### src/rtl/dcache_arbiter.sv
// Data-cache request arbiter.
// Merges two requesters (port 0: load/store queue, port 1: secondary) onto a single
// cache request channel with round-robin priority, limits outstanding reads to MAX_OUT,
// and routes read responses back to the issuing port by ldstID_in[3].
// Ports:
//   clk, rst                  clock, synchronous active-high reset
//   reqN_valid/rw/addr/wdata/id  requester N issue; reqN_ready is the combinational grant
//   addr_out/data_out/rw_out/valid_out/ldstID_out  registered cache request ({port, id})
//   data_in/ldstID_in/ready_in   cache read response
//   stall_in                  cache cannot take a request this cycle
//   respN_valid/data/id       registered response to requester N
//   out_cnt                   outstanding-read count
//   err_out                   sticky: response arrived with nothing outstanding
module dcache_arbiter #(
   parameter int unsigned MAX_OUT = 4
) (
   input  logic        clk,
   input  logic        rst,
   input  logic        req0_valid,
   input  logic        req1_valid,
   input  logic        req0_rw,
   input  logic        req1_rw,
   input  logic [31:0] req0_addr,
   input  logic [31:0] req1_addr,
   input  logic [31:0] req0_wdata,
   input  logic [31:0] req1_wdata,
   input  logic [2:0]  req0_id,
   input  logic [2:0]  req1_id,
   output logic        req0_ready,
   output logic        req1_ready,
   output logic [31:0] addr_out,
   output logic [31:0] data_out,
   output logic        rw_out,
   output logic        valid_out,
   output logic [3:0]  ldstID_out,
   input  logic [31:0] data_in,
   input  logic [3:0]  ldstID_in,
   input  logic        ready_in,
   input  logic        stall_in,
   output logic        resp0_valid,
   output logic        resp1_valid,
   output logic [31:0] resp0_data,
   output logic [31:0] resp1_data,
   output logic [2:0]  resp0_id,
   output logic [2:0]  resp1_id,
   output logic [3:0]  out_cnt,
   output logic        err_out
);

   localparam logic [3:0] MaxOut = 4'(MAX_OUT);

   logic       prio_q, prio_d;
   logic [3:0] out_cnt_q, out_cnt_d;
   logic       err_q, err_d;

   logic       cnt_full;
   logic       elig0, elig1;
   logic       grant0, grant1;
   logic       accept;
   logic       sel_rw;
   logic       resp_ok;
   logic       inc, dec;

   // A read is ineligible at the limit; writes only respect stall.
   always_comb begin
      cnt_full = (out_cnt_q == MaxOut);
      elig0    = req0_valid & ~rst & ~stall_in & (req0_rw | ~cnt_full);
      elig1    = req1_valid & ~rst & ~stall_in & (req1_rw | ~cnt_full);
      grant0   = elig0 & (~elig1 | ~prio_q);
      grant1   = elig1 & (~elig0 | prio_q);
      accept   = grant0 | grant1;
      sel_rw   = grant1 ? req1_rw : req0_rw;
   end

   assign req0_ready = grant0;
   assign req1_ready = grant1;

   // Responses with nothing outstanding are dropped and flagged.
   always_comb begin
      resp_ok   = ready_in & (out_cnt_q != 4'd0);
      inc       = accept & ~sel_rw;
      dec       = resp_ok;
      out_cnt_d = out_cnt_q;
      if (inc && !dec) begin
         out_cnt_d = out_cnt_q + 4'd1;
      end else if (dec && !inc) begin
         out_cnt_d = out_cnt_q - 4'd1;
      end
      err_d  = err_q | (ready_in & (out_cnt_q == 4'd0));
      prio_d = accept ? ~grant1 : prio_q;
   end

   always_ff @(posedge clk) begin
      if (rst) begin
         prio_q    <= 1'b0;
         out_cnt_q <= 4'd0;
         err_q     <= 1'b0;
      end else begin
         prio_q    <= prio_d;
         out_cnt_q <= out_cnt_d;
         err_q     <= err_d;
      end
   end

   assign out_cnt = out_cnt_q;
   assign err_out = err_q;

   // Cache request register: fields hold between accepts, valid pulses once.
   always_ff @(posedge clk) begin
      if (rst) begin
         valid_out  <= 1'b0;
         addr_out   <= 32'd0;
         data_out   <= 32'd0;
         rw_out     <= 1'b0;
         ldstID_out <= 4'd0;
      end else begin
         valid_out <= accept;
         if (accept) begin
            addr_out   <= grant1 ? req1_addr : req0_addr;
            data_out   <= grant1 ? req1_wdata : req0_wdata;
            rw_out     <= sel_rw;
            ldstID_out <= grant1 ? {1'b1, req1_id} : {1'b0, req0_id};
         end
      end
   end

   // Response register: only the addressed port's data/id are updated.
   always_ff @(posedge clk) begin
      if (rst) begin
         resp0_valid <= 1'b0;
         resp1_valid <= 1'b0;
         resp0_data  <= 32'd0;
         resp1_data  <= 32'd0;
         resp0_id    <= 3'd0;
         resp1_id    <= 3'd0;
      end else begin
         resp0_valid <= resp_ok & ~ldstID_in[3];
         resp1_valid <= resp_ok & ldstID_in[3];
         if (resp_ok && !ldstID_in[3]) begin
            resp0_data <= data_in;
            resp0_id   <= ldstID_in[2:0];
         end
         if (resp_ok && ldstID_in[3]) begin
            resp1_data <= data_in;
            resp1_id   <= ldstID_in[2:0];
         end
      end
   end

endmodule

### config.mk
export PLATFORM = sky130hd
export DESIGN_NAME = dcache_arbiter
export DESIGN_NICKNAME = d
export VERILOG_FILES = /design/src/rtl/dcache_arbiter.sv
export SDC_FILE = /design/constraint.sdc
export NUM_CORES = 1
export LEC_CHECK = 0
export ABC_AREA = 1
export CAP_MARGIN = 30
export CORE_MARGIN = 4
export CORE_UTILIZATION = 31
export CTS_CLUSTER_DIAMETER = 60
export DETAILED_ROUTE_END_ITERATION = 16
export PLACE_DENSITY = 0.67
export SYNTH_ARGS = -nofsm -noshare
export SYNTH_HDL_FRONTEND = slang
export SYNTH_SLANG_ARGS = --single-unit
### constraint.sdc
create_clock -name clk -period 2.14 [get_ports clk]
set_clock_uncertainty 0.05 [all_clocks]
set_input_delay 0.214 -clock clk [delete_from_list [all_inputs] [get_ports clk]]
set_output_delay 0.214 -clock clk [all_outputs]
set_load 0.01 [all_outputs]
==> Word level (Yosys, flattened, before mapping) <==
Cells that the tools add are included.
{ "classes": {"add_sub_neg": 2, "n_eq_ne": 1, "muxes": 6, "bitwise": 28, "reduce_logical": 10} }
{ "ops": {"columns": ["cell", "count"], "rows": [
  ["$mux W32", 2],
  ["$and A1 B1 Y1", 13],
  ["$mux W4", 3],
  ["$not A1 Y1", 9],
  ["$or A1 B1 Y1", 6],
  ["$add A4 B1 Y4 const B", 1],
  ["$eq A4 B3 Y1 const B", 1],
  ["$logic_and A1 B1 Y1", 4],
  ["$logic_not A4 Y1", 1],
  ["$reduce_bool A4 Y1", 1],
  ["$sub A4 B1 Y4 const B", 1],
  ["$logic_not A1 Y1", 3],
  ["$reduce_bool A2 Y1", 1],
  ["$mux W1", 1]
]} }
{ "totals": {"reg_bits": 148, "input_bits": 178, "output_inout_bits": 149, "word_cells": 61} }

==> Logic depth before layout (Yosys ltp) <==
{ "logic_depth": {"depth_word": 14, "mapped_depth": 21, "depth_no_buf": 19} }

==> Least setup slack after synthesis <==
Ideal clock, no wire load.
{ "synth_path": {"path_kind": "reg-to-reg", "from": "register out_cnt_q[2], in the netlist out_cnt[2]", "to": "register out_cnt_q[3], in the netlist out_cnt[3]", "setup_ns": 0.113, "arrival_time_ns": 2.254, "t_required_ns": 1.977, "slack_ns": -0.277, "path_stages_with_launch": 20, "path_buffers": 1, "synth_period_minus_slack_ns": 2.417, "cell_sequence": "dfxtp_1 -> inv_1 -> nor2_1 -> nand3_1 -> nand2_2 -> inv_2 -> nand2_2 -> buf_4 -> nand2_1 -> nand2_1 -> inv_1 -> ha_1 -> inv_1 -> ha_1 -> nand3_1 -> nand3_1 -> nand2_1 -> nand3_1 -> nor2_1 -> nor2_1"} }
{ "synth_via": {"elab_chain_cells": 13, "word_cells_on_any_way": 27, "classes_between": "add/sub: 2; eq/ne: 1; mux: 3; bitwise: 15; reduce/logical: 6"} }
{ "synth_lines": {"columns": ["element", "line_no", "text"], "rows": [
  ["start, declared", "53", "logic [3:0] out_cnt_q, out_cnt_d;"],
  ["start signal, assigned", "100", "out_cnt_q <= out_cnt_d;"],
  ["$eq A4 B3 Y1", "66", "cnt_full = (out_cnt_q == MaxOut);"],
  ["$not A1 Y1", "67, 68", null],
  ["$or A1 B1 Y1", "67", "elig0 = req0_valid & ~rst & ~stall_in & (req0_rw | ~cnt_full);"],
  ["$and A1 B1 Y1", "67", null],
  ["$not A1 Y1", "70", "grant1 = elig1 & (~elig0 | prio_q);"],
  ["$or A1 B1 Y1", "70", null],
  ["$and A1 B1 Y1", "70", null],
  ["$mux W1", "72", "sel_rw = grant1 ? req1_rw : req0_rw;"],
  ["$not A1 Y1", "81", "inc = accept & ~sel_rw;"],
  ["$and A1 B1 Y1", "81", null],
  ["$logic_not A1 Y1", "86", "end else if (dec && !inc) begin"],
  ["$logic_and A1 B1 Y1", "86", null],
  ["$reduce_bool A2 Y1 (no source line)", null, null]
]} }
Parallel ways exist; a longest one is shown, timed or not. The select of a mux whose other input is x is not followed.
A chain may end at the register's enable or synchronous reset.

==> Worst setup path after layout <==
Same ends and word-level chain as after synthesis.

==> flow_metrics.tcl <==
set metrics [dict create \
    antennaDiodeCount 0 \
    row_count 52 \
    power_mw 10.3 \
    seq_area_frac_synth 0.460 \
    max_freq_mhz 476 \
    outcome "completed" \
    final_core_utilization 0.529 \
    hold_class "primary input to flip-flop" \
    timing.critical_path.buf_inv 4 \
    core_area_um2 20400 \
    vias_per_cell 4.54 \
    cellLeakagePower_nw 4.70 \
    die_area_um2 23200 \
    critical_path.most_common_cell "sky130_fd_sc_hd__nand2_2" \
    number_of_global_route_vias_before_repair 6496 \
    routed-via-count 6961 \
    cts.reportedPaths.clkPinSlew_ns 0.07 \
    clockRootBuffer "sky130_fd_sc_hd__clkbuf_16" \
    post_route_cells_drive_above_1_share 0.0831 \
    critical_path.startpoint_type "flip-flop" \
    ys_dominant_reg_cell "sky130_fd_sc_hd__dfxtp_1" \
    dpl_worst_slack_ns -0.355 \
    floorplan.initialDensity 0.316 \
    vdd_ir_drop_max_uv 546 \
    horizontal_die_dimension_um 152 \
    h-tree-depth 4 \
    areaGrowthSynthToFinish_pct 67.1 \
    total_number_of_yosys_warnings 0 \
    number_of_antenna_violations_at_the_first_check_in_global_routing 0 \
    max_cap_viol_count 0 \
    layout_min_cycle_time_ns 2.10 \
    wl_um 22700 \
    path_class "flip-flop to flip-flop" \
    place.port_buffers 326 \
    remaining_drc_errors 0 \
    synthTopCellsByArea "sky130_fd_sc_hd__dfxtp_1, sky130_fd_sc_hd__nand2_1, sky130_fd_sc_hd__a21oi_1" \
    unrepaired_setup_endpoints_after_global_routing "yes" \
    postSynth.asyncResetShare 0 \
    layout.nets 1433 \
    ys_types 25 \
    worst_path_dominant_cell_family "simple AND/OR/NAND/NOR gates" \
    crit_chain "inv_4 > nor2_4 > nand3_2 > nand2_2 > inv_4 > nand2_4 > nand2_2 > nand2_1 > inv_1 > ha_2 > inv_4 > ha_4 > nand2_2 > nand3_2 > nand2_2 > nand3_2 > nand2_1 > nand2_1 > nor2_1" \
    postSynthAreaPerCell_um2 6.94 \
    fp.dieH_um 152 \
    overflow 0 \
    timing.setup.tns_ns 0 \
    grt_pass1_wl_um 34900 \
    drt-pass1-iter-count 4 \
    cts.path.max_buffers 2 \
    fin_crit_sh 0.983 \
    route.antenna.remaining_nets 0 \
    timing.final.max_slew_violations 0 \
    synthesized_cell_area_um2 6440 \
    area_share_of_the_leading_cell_type_in_the_synthesized_netlist 0.460 \
    clock_sinks 148 \
    critical_path_required_ns 2.44 \
    drt_first_iter_violations 259 \
    worst-path-max-fanout 4 \
    synthesis.instances 929 \
    finalWorstSetupSlack_ns 0.0371 \
    endpoints_failing_hold 0 \
    final-setup-viol-count 0 \
    critPathMaxStageDelay_ns 0.36 \
    gp_congestion 0.817 \
    globalRouteTotalUtil 0.186 \
    largest_net_degree_at_the_start_of_global_routing 74 \
    slew_headroom 0.620 \
    dp.final_hpwl_um 16700 \
    tritoncts.num_buffers 17 \
    synthesized_netlist_net_count 1111 \
    insertion_delay_ns 0.42 \
    synth_edf_count 0 \
    cellPowerDensity_nw_per_um2 960 \
    hold_buffers 0 \
    synth.ff_latch_count 148 \
    end_kind "flip-flop" \
    cp.arrival_ns 2.40 \
    transition_time_of_the_tightest_slew_check_pin_ns 0.570 \
    design.portCount 327 \
    wl_cell_um 14.8 \
    tritoncts_clock_tree "done" \
    synthDominantAreaCellType "sky130_fd_sc_hd__dfxtp_1" \
    cp_slowest_cell "sky130_fd_sc_hd__dfxtp_4" \
]
==> sequential cells by signal, indices dropped and copies added, names as in the netlist, 3 cells and up <==
name and count:
resp1_data 32, addr_out 32, resp0_id 3, resp0_data 32
resp1_id 3, out_cnt 4, ldstID_out 4, data_out 32
==> cells in the final DEF, fill, tap and decap left out, types with 6 or more instances in the layout <==
master	instances
sky130_fd_sc_hd__a21oi_1	135
sky130_fd_sc_hd__buf_4	30
sky130_fd_sc_hd__clkbuf_16	17
sky130_fd_sc_hd__clkdlybuf4s50_1	324
sky130_fd_sc_hd__dfxtp_1	145
sky130_fd_sc_hd__inv_1	148
sky130_fd_sc_hd__inv_6	6
sky130_fd_sc_hd__nand2_1	177
sky130_fd_sc_hd__nand2_2	9
sky130_fd_sc_hd__nand3_1	69
sky130_fd_sc_hd__nor2_1	81
sky130_fd_sc_hd__o21ai_0	71
==> area by class of cell <==
class                           instances  area (µm²)
Timing Repair Buffer                  363        3610
Multi-Input combinational cell        567        2710
Clock buffer                           18         439
Clock inverter                         14         115
Tap cell                              270         338
Sequential cell                       148        2970
Fill cell                            2012        9600
Inverter                              154         588
==> where the power goes <==
group	switching, mW	total (mW)	internal (mW)	leakage [nW]
combinational	1.79	3.80	2.01	3.21
sequential	0.322	3.70	3.38	1.23
clock	1.29	2.83	1.55	0.267
==> metrics by stage <==
step                std cells  hold slack, ns  instance area (µm²)
floorplan                 929           0.299                 6540
CTS                      1531           0.302                10700
finish                   1534           0.322                10800
detailed placement       1497           0.386                10100
global route             1534           0.310                10800
global placement         1497           0.382                10100
==> synthesized netlist by cell type (2+ instances only) <==
library cell,instances
sky130_fd_sc_hd__a21oi_1,135
sky130_fd_sc_hd__xor2_1,2
sky130_fd_sc_hd__buf_4,2
sky130_fd_sc_hd__buf_6,6
sky130_fd_sc_hd__ha_1,3
sky130_fd_sc_hd__dfxtp_1,148
sky130_fd_sc_hd__nand3_1,75
sky130_fd_sc_hd__nand2_1,183
sky130_fd_sc_hd__buf_2,26
sky130_fd_sc_hd__clkbuf_2,3
sky130_fd_sc_hd__inv_2,2
sky130_fd_sc_hd__nand2_2,5
sky130_fd_sc_hd__inv_1,151
sky130_fd_sc_hd__clkbuf_1,19
sky130_fd_sc_hd__o21ai_0,73
sky130_fd_sc_hd__nor2_4,2
sky130_fd_sc_hd__buf_1,4
sky130_fd_sc_hd__nand4_1,2
sky130_fd_sc_hd__nor2_1,82
==> logic make-up (layout without fill, tap and decap cells) <==
| logic type | after synthesis | in the layout | synth area share |
|---|---|---|---|
| compound gates | 208 | 208 | 0.162 |
| buf+inv | 214 | 549 | 0.139 |
| xor+xnor | 2 | 2 | 0.00272 |
| simple gates | 353 | 353 | 0.228 |
| flops | 148 | 148 | 0.460 |
| fa+ha+maj | 4 | 4 | 0.00893 |
==> routing by layer <==
layer  wire length (µm)  up-vias  GRT usage
met5                  0        -          0
met4                390        0     0.0582
met3               2360       22     0.0790
met2              10800      260      0.311
met1               9190     3139      0.218
li1                   -     3540          -
==> path summary, 6_finish.rpt <==
check,start,endpoint,slack (ns),cells past startpoint
max,out_cnt[2]$_SDFFE_PP0P_,out_cnt[3]$_SDFFE_PP0P_,0.04,19
min reg2reg,resp1_data[30]$_SDFFE_PP0P_,resp1_data[30]$_SDFFE_PP0P_,0.39,2
min,req1_addr[4],addr_out[4]$_SDFFE_PP0P_,0.32,3
max reg2reg,out_cnt[2]$_SDFFE_PP0P_,out_cnt[3]$_SDFFE_PP0P_,0.04,19
==> repair_timing <==
action                                  4_1_cts  5_1_grt
buffers inserted                              2        3
endpoints found under the setup margin        3       18
resized for setup                             3       13
endpoints found under the hold margin         0        0
pin swaps                                     3       13
cloned                                        0        0
==> worst register-to-register path, cell delays in order (launching register included) <==
cell and delay [ns]:
sky130_fd_sc_hd__dfxtp_4 0.36, sky130_fd_sc_hd__inv_4 0.04, sky130_fd_sc_hd__nor2_4 0.15, sky130_fd_sc_hd__nand3_2 0.10
sky130_fd_sc_hd__nand2_2 0.10, sky130_fd_sc_hd__inv_4 0.05, sky130_fd_sc_hd__nand2_4 0.06, sky130_fd_sc_hd__nand2_2 0.06
sky130_fd_sc_hd__nand2_1 0.05, sky130_fd_sc_hd__inv_1 0.04, sky130_fd_sc_hd__ha_2 0.19, sky130_fd_sc_hd__inv_4 0.09
sky130_fd_sc_hd__ha_4 0.22, sky130_fd_sc_hd__nand2_2 0.07, sky130_fd_sc_hd__nand3_2 0.08, sky130_fd_sc_hd__nand2_2 0.07
sky130_fd_sc_hd__nand3_2 0.06, sky130_fd_sc_hd__nand2_1 0.06, sky130_fd_sc_hd__nand2_1 0.04, sky130_fd_sc_hd__nor2_1 0.10
(Power assumes the default switching activity.)
